<file path="config.mk">
export PLATFORM = sky130hd
export DESIGN_NAME = flo_dispatch
export DESIGN_NICKNAME = d
export VERILOG_FILES = /design/src/rtl/flo_pkg.sv /design/src/rtl/flo_dispatch.sv
export SDC_FILE = /design/constraint.sdc
export NUM_CORES = 1
export LEC_CHECK = 0
export ABC_AREA = 1
export CORE_MARGIN = 2
export CORE_UTILIZATION = 50
export DETAILED_ROUTE_END_ITERATION = 10
export GPL_ROUTABILITY_DRIVEN = 0
export PLACE_DENSITY = 0.91
export SYNTH_ARGS = -nofsm -noshare
export SYNTH_HDL_FRONTEND = slang
export SYNTH_SLANG_ARGS = --single-unit
</file>
<file path="constraint.sdc">
create_clock -name clk -period 4.9 [get_ports clk]
set_clock_uncertainty 0.2 [all_clocks]
set_input_delay 0.735 -clock clk [delete_from_list [all_inputs] [get_ports clk]]
set_output_delay 0.735 -clock clk [all_outputs]
set_load 0.005 [all_outputs]
</file>
<file path="src/rtl/flo_pkg.sv">
// ---------------------------------------------------------------------------
// flo_pkg
// Shared definitions for the flobuffer dispatcher. Holds the bit positions of
// the 32-bit instruction word and the widths of the buses that fan out to
// the flobuffer channels.
//
// Instruction word layout:
//   [31:28] dest    target channel index
//   [27]    direct  1 = direct-write strobe, 0 = FIFO-write strobe
//   [26:23] rsvd    reserved, must be zero
//   [22:16] delay   delay value forwarded on delay_o
//   [15:0]  data    payload forwarded on data_o
// ---------------------------------------------------------------------------
`timescale 1ns/1ps

package flo_pkg;

  localparam int WORD_W  = 32;
  localparam int DATA_W  = 16;
  localparam int DELAY_W = 7;
  localparam int DEST_W  = 4;
  localparam int RSVD_W  = 4;

  localparam int DEST_MSB   = 31;
  localparam int DEST_LSB   = 28;
  localparam int DIRECT_BIT = 27;
  localparam int RSVD_MSB   = 26;
  localparam int RSVD_LSB   = 23;
  localparam int DELAY_MSB  = 22;
  localparam int DELAY_LSB  = 16;
  localparam int DATA_MSB   = 15;
  localparam int DATA_LSB   = 0;

endpackage : flo_pkg

</file>
<file path="src/rtl/flo_dispatch.sv">
// ---------------------------------------------------------------------------
// flo_dispatch
// Accepts instruction words from an upstream valid/ready source, holds one
// word at a time and issues it to one of N_BUF flobuffer channels as either a
// FIFO-write strobe (valid_o) or a direct-write strobe (direct_o). Malformed
// words (dest out of range or reserved bits set) are dropped with err_o.
//
// Ports:
//   clk           system clock, rising edge
//   rst_n         asynchronous active-low reset
//   enable_i      1 = issuing/accepting permitted
//   in_data_i     32-bit instruction word
//   in_valid_i    upstream word present
//   in_ready_o    dispatcher can accept this cycle
//   full_i        per-channel flobuffer full flags
//   data_o        shared data bus (holds last issued value)
//   delay_o       shared delay bus (holds last issued value)
//   valid_o       one-hot, one-cycle FIFO-write strobe
//   direct_o      one-hot, one-cycle direct-write strobe
//   err_o         one-cycle strobe when a word is dropped
//   issued_cnt_o  wrapping count of issued words
// ---------------------------------------------------------------------------
`timescale 1ns/1ps

module flo_dispatch
  import flo_pkg::*;
#(
  parameter int N_BUF = 8
) (
  input  logic               clk,
  input  logic               rst_n,
  input  logic               enable_i,
  input  logic [WORD_W-1:0]  in_data_i,
  input  logic               in_valid_i,
  output logic               in_ready_o,
  input  logic [N_BUF-1:0]   full_i,
  output logic [DATA_W-1:0]  data_o,
  output logic [DELAY_W-1:0] delay_o,
  output logic [N_BUF-1:0]   valid_o,
  output logic [N_BUF-1:0]   direct_o,
  output logic               err_o,
  output logic [31:0]        issued_cnt_o
);

  logic               hold_valid_q, hold_valid_d;
  logic [WORD_W-1:0]  hold_word_q,  hold_word_d;
  logic [N_BUF-1:0]   guard_q,      guard_d;
  logic [N_BUF-1:0]   valid_q,      valid_d;
  logic [N_BUF-1:0]   direct_q,     direct_d;
  logic [DATA_W-1:0]  data_q,       data_d;
  logic [DELAY_W-1:0] delay_q,      delay_d;
  logic               err_q,        err_d;
  logic [31:0]        cnt_q,        cnt_d;

  logic [DEST_W-1:0]  hold_dest;
  logic               hold_direct;
  logic [RSVD_W-1:0]  hold_rsvd;
  logic [DELAY_W-1:0] hold_delay;
  logic [DATA_W-1:0]  hold_data;

  logic [N_BUF-1:0]   dest_sel;
  logic [N_BUF-1:0]   chan_ok;
  logic               well_formed;
  logic               fifo_ok;
  logic               issue_now;
  logic               drop_now;
  logic               accept;

  assign hold_dest   = hold_word_q[DEST_MSB:DEST_LSB];
  assign hold_direct = hold_word_q[DIRECT_BIT];
  assign hold_rsvd   = hold_word_q[RSVD_MSB:RSVD_LSB];
  assign hold_delay  = hold_word_q[DELAY_MSB:DELAY_LSB];
  assign hold_data   = hold_word_q[DATA_MSB:DATA_LSB];

  // Per-channel decode of the held destination and FIFO-write qualification.
  // guard_q covers the cycle in which a FIFO write is in flight but full_i
  // does not yet reflect it, so a second write to the same channel waits.
  for (genvar k = 0; k < N_BUF; k++) begin : g_chan
    assign dest_sel[k] = (hold_dest == DEST_W'(k));
    assign chan_ok[k]  = !full_i[k] && !guard_q[k];
  end

  assign well_formed = (hold_rsvd == '0) && (32'(hold_dest) < 32'(N_BUF));
  assign fifo_ok     = |(dest_sel & chan_ok);
  assign issue_now   = hold_valid_q && enable_i && well_formed && (hold_direct || fifo_ok);
  // Malformed words are discarded on the first edge after they are taken.
  assign drop_now    = hold_valid_q && !well_formed;

  // Gated by rst_n so nothing is offered as accepted while reset is held.
  assign in_ready_o  = rst_n && enable_i && (!hold_valid_q || issue_now || drop_now);
  assign accept      = in_valid_i && in_ready_o;

  // Next-state for the holding register, strobes, shared buses and counter.
  // Accepting on the same edge as an issue overwrites the slot, so a steady
  // stream moves one word per cycle without a bubble.
  always_comb begin
    hold_valid_d = hold_valid_q;
    hold_word_d  = hold_word_q;
    valid_d      = '0;
    direct_d     = '0;
    data_d       = data_q;
    delay_d      = delay_q;
    err_d        = drop_now;
    cnt_d        = cnt_q;

    if (accept) begin
      hold_valid_d = 1'b1;
      hold_word_d  = in_data_i;
    end else if (issue_now || drop_now) begin
      hold_valid_d = 1'b0;
    end

    if (issue_now) begin
      data_d  = hold_data;
      delay_d = hold_delay;
      cnt_d   = cnt_q + 32'd1;
      if (hold_direct) begin
        direct_d = dest_sel;
      end else begin
        valid_d  = dest_sel;
      end
    end

    // Direct writes never arm the guard.
    guard_d = valid_d;
  end

  always_ff @(posedge clk or negedge rst_n) begin
    if (!rst_n) begin
      hold_valid_q <= 1'b0;
      hold_word_q  <= '0;
      guard_q      <= '0;
      valid_q      <= '0;
      direct_q     <= '0;
      data_q       <= '0;
      delay_q      <= '0;
      err_q        <= 1'b0;
      cnt_q        <= '0;
    end else begin
      hold_valid_q <= hold_valid_d;
      hold_word_q  <= hold_word_d;
      guard_q      <= guard_d;
      valid_q      <= valid_d;
      direct_q     <= direct_d;
      data_q       <= data_d;
      delay_q      <= delay_d;
      err_q        <= err_d;
      cnt_q        <= cnt_d;
    end
  end

  assign data_o       = data_q;
  assign delay_o      = delay_q;
  assign valid_o      = valid_q;
  assign direct_o     = direct_q;
  assign err_o        = err_q;
  assign issued_cnt_o = cnt_q;

endmodule : flo_dispatch

</file>
# [Word-level counts from Yosys, hierarchy flattened]
# Index checks and enable logic that the tools add are counted.
[totals] mem_count=0 romBits=0 register_bits=105 ram_bits=0 wordCells=66 latchBits=0
[op_classes] muxes=6 magnitude_cmp=1 n_div=0 n_bitwise=1 n_addsub=1 shifts=0 mul=0 reduce_logical=42 eq_ne=7
[ops] op="32-bit by 1-bit adder with 32-bit output (second input constant)" count=1
[ops] op="8-bit two-way mux" count=4
[ops] op="1-bit zero test" count=18
[ops] op="4-bit by 3-bit == test with 1-bit output (second input constant)" count=4
[ops] op="1-bit logical AND" count=16
[ops] op="8-bit AND" count=1
[ops] op="4-bit by 2-bit == test with 1-bit output (second input constant)" count=2
[ops] op="4-bit zero test" count=2
[ops] op="8-bit OR reduction" count=1
[ops] op="4-bit by 1-bit == test with 1-bit output (second input constant)" count=1
[ops] op="1-bit logical OR" count=4
[ops] op="4-bit < comparator (second input constant)" count=1
[ops] op="1-bit two-way mux" count=2
[ops] op="2-bit nonzero test" count=1

# [Depth between registers and ports, before layout]
[depth] depth_word=11 mapped_depth=13

# [Worst setup path after synthesis]
# No wires, ideal clock.
[synth_timing] path_type="in2out" from="input full_i[5]" to="output in_ready_o" path_buffers=2 stages=8 required_time_ps=3965 arrival_time_ps=1756 setup_slack_ps=2209 path_cell_list="or2_2 nor2_1 nor2_1 nand3_2 nand2_2 buf_6 buf_4 a21oi_1"
[synth_via] elab_chain_cells=9
[synth_lines] item="start: declaration" line="flo_dispatch.sv:36" rtl="input logic [N_BUF-1:0] full_i,"
[synth_lines] item="1-bit zero test" line="flo_dispatch.sv:80" rtl="assign chan_ok[k] = !full_i[k] && !guard_q[k];"
[synth_lines] item="1-bit logical AND" line="flo_dispatch.sv:80"
[synth_lines] item="8-bit AND" line="flo_dispatch.sv:84" rtl="assign fifo_ok = |(dest_sel & chan_ok);"
[synth_lines] item="8-bit OR reduction" line="flo_dispatch.sv:84"
[synth_lines] item="1-bit logical OR" line="flo_dispatch.sv:85" rtl="assign issue_now = hold_valid_q && enable_i && well_formed && (hold_direct || fifo_ok);"
[synth_lines] item="1-bit logical AND" line="flo_dispatch.sv:85"
[synth_lines] item="1-bit logical OR (2 in a row)" line="flo_dispatch.sv:90" rtl="assign in_ready_o = rst_n && enable_i && (!hold_valid_q || issue_now || drop_now);"
[synth_lines] item="1-bit logical AND" line="flo_dispatch.sv:90"
[synth_lines] item="end: declaration" line="flo_dispatch.sv:35" rtl="output logic in_ready_o,"
# No other way between the ends.

# [Worst setup path in the final report]
# Same ends and word-level chain as after synthesis.

==> out/results.tsv <==
metric	value	unit
cts_root_buf	clkbuf_8	
grt.overflow.total	0	
report.final.slew_viol_count	0	
start_util	51.3	%
nets	763	
yosysWarnings	0	
area_growth	28.0	%
clk_latency	0.37	ns
clock-sinks	105	
crit_buf_inv	2	
wirelength	12.5	mm
finalHoldViolations	0	
synth_compound_area_share	1.50	%
synth-simple-area-share	34.2	%
drtPass1Iterations	5	
fin_crit	3.34	ns
cp_cell_sequence	clkdlybuf4s50_1 -> or2_2 -> nor2_1 -> nor2_1 -> nand3_2 -> nand2_2 -> a21oi_1 -> clkdlybuf4s50_1	
worstMarginPinSlew	1.23	ns
place_area	6170	um^2
synthesis.nets	661	
h-tree-depth	3	
holdCritPathClass	in2async	
drt_iter0_drc	265	
avgSynthCellArea	8.10	um^2
clock_path_buffers	2	
fin_crit_sh	68.1	%
critical_path_class	in2out	
drc_errors	0	
hpwl	9.03	mm
setup_violations	0	
io_buffers	116	
via_per_inst	5.38	
vdd_ir_drop_max	0.000193	V
grt_max_degree	87	
arrival	2.40	ns
critPathSlowestCell	clkdlybuf4s50_1	
critPathLaunchType	primary input	
num_vias	4604	
crit_family	buffers and inverters	
ctsResizeCount	0	
async_flop_share	100	%
die_h	104	um
core.rowCount	36	
syn_area	4990	um^2
cts_buffers	9	
synthMuxAreaShare	0	%
power_leakage	3.08	nW
max_freq	0.299	GHz
post_route_cells_drive_above_1_share	4.70	%
synthCells	616	
ys_seq_elements	105	
ys_seq_area_share	52.7	%
relSlewSlack	17.9	%
coreArea	9730	um^2
synthAdderAreaFrac	0.251	%
ant_nets	0	
grt_pass1_vias	4429	
final_area	6390	um^2
status	completed	
synth_ff_type	dfrtp_1	
end_kind	output pin	
synth_top_family_by_area	simple AND/OR/NAND/NOR gates	
diodes	0	
ys_types	30	
cts_hold_buf	0	
fp.dieW	104	um
clk_pin_slew_worst_paths	0.11	ns
yosys.area_share.xor_xnor	4.74	%
grt_usage	23.4	%
antenna_found_initial	0	
grt_pass1_wl	20.7	mm
drv_cap	0	
cp.required	3.96	ns
path_max_fanout	2	
tns	0	ns
synth_edf_count	0	
slowest_delay	0.53	ns
design.die.area	10800	um^2
post-cts-setup-buffer-count	0	
io_pins	117	
powerDensity	373	nW/um^2
rsz0062_at_grt	false	
wl_per_cell	14.6	um
cts_tree	yes	
-- through the flow --
step                power [W]  instances  util, %  worst slack [ns]  hold WS (ns)
floorplan             0.00145        616        -              2.21         0.236
global placement      0.00179        840     63.4              1.53         0.249
detailed placement    0.00182        840     63.4              1.53         0.260
CTS                   0.00239        856     65.6              1.55        0.0282
global route          0.00251        856     65.6              1.42        0.0465
finish                0.00238        856     65.6              1.56        0.0415
-- cell type report --
| class | instances | area (um^2) |
|---|---|---|
| clock buffers | 9 | 124 |
| clock inverters | 7 | 92.6 |
| fillers | 774 | 3340 |
| inverters | 46 | 173 |
| multi-input cells | 438 | 2030 |
| flip-flops and latches | 105 | 2630 |
| well taps | 133 | 166 |
| repair buffers | 118 | 1170 |
-- worst register-to-register path, stage by stage (launching register included) --
cell	delay [ns]
dfrtp_1	0.55
inv_2	0.08
nor2_2	0.13
nand2_1	0.10
nor2_1	0.11
nor2_1	0.07
nand3_2	0.08
nand2_2	0.06
buf_4	0.28
nand2_4	0.36
nand3_4	0.39
nand2_1	0.21
nand2_1	0.09
-- routing by layer --
| metal | global-route usage [%] | vias to the layer above | share of wire [%] |
|---|---|---|---|
| li1 | - | 2150 | - |
| met2 | 39.7 | 253 | 49 |
| met4 | 8.88 | 0 | 2.5 |
| met5 | 0 | - | 0 |
| met3 | 3.88 | 34 | 8.6 |
| met1 | 30.2 | 2167 | 40 |
-- final timing paths --
kind | end | slack (ns) | from | cells after the start
worst max-delay path | in_ready_o | 1.56 | full_i[5] | 8
worst min-delay path | issued_cnt_o[8] | 0.04 | rst_n | 1
worst max register to register | hold_word_q[15] | 2.10 | hold_word_q[28] | 12
worst min register to register | delay_o[2] | 0.28 | hold_word_q[18] | 2
max in group asynchronous | err_o | 3.14 | rst_n | 2
min in group clk | delay_o[2] | 0.28 | hold_word_q[18] | 2
-- Yosys cell counts (2+ instances only) --
cell / n / area share [%]
buf_2: 8 / 0.80
buf_4: 9 / 1.4
buf_6: 2 / 0.45
clkbuf_1: 8 / 0.60
dfrtp_1: 105 / 53
inv_1: 41 / 3.1
inv_2: 4 / 0.30
nand2_1: 241 / 18
nand2_2: 2 / 0.25
nand3_1: 19 / 1.9
nand4_1: 40 / 5.0
nor2_1: 56 / 4.2
nor2_2: 3 / 0.38
nor3_1: 24 / 2.4
nor4_1: 2 / 0.25
o21ai_0: 11 / 1.1
o21ai_1: 3 / 0.30
xnor2_1: 5 / 0.88
xor2_1: 22 / 3.9
-- cell families (layout without fill, tap and decap cells) --
kind of cell,after synthesis,after routing
buffers and inverters,73,180
AND/OR/NAND/NOR,395,395
adder cells (fa/ha/maj),1,1
flip-flops,105,105
AO/OA/AOI/OAI,15,15
XOR/XNOR,27,27
-- cells in the final DEF, fill, tap and decap left out, types with 2 or more instances in the layout --
cell             instances
nand2_1                241
clkdlybuf4s50_1        115
dfrtp_1                105
nor2_1                  56
inv_1                   41
nand4_1                 40
nor3_1                  24
xor2_1                  22
nand3_1                 19
o21ai_0                 11
clkbuf_8                 9
xnor2_1                  5
inv_2                    4
nor2_2                   3
o21ai_1                  3
buf_4                    3
nand2_2                  2
nor4_1                   2
inv_6                    2
clkinv_4                 2
-- power by group --
part | internal (W) | switching, W | leakage, nW
sequential | 0.00103 | 0.000154 | 1.36
combinational | 0.000333 | 0.000296 | 1.61
clock | 0.000250 | 0.000323 | 0.109
-- flip-flops by register name (all words and copies together) (netlist names) --
register      flops
data_o           16
delay_o           7
direct_o          8
err_o             1
hold_valid_q      1
hold_word_q      32
issued_cnt_o     32
valid_o           8
Power figures use the tool's default switching activity.
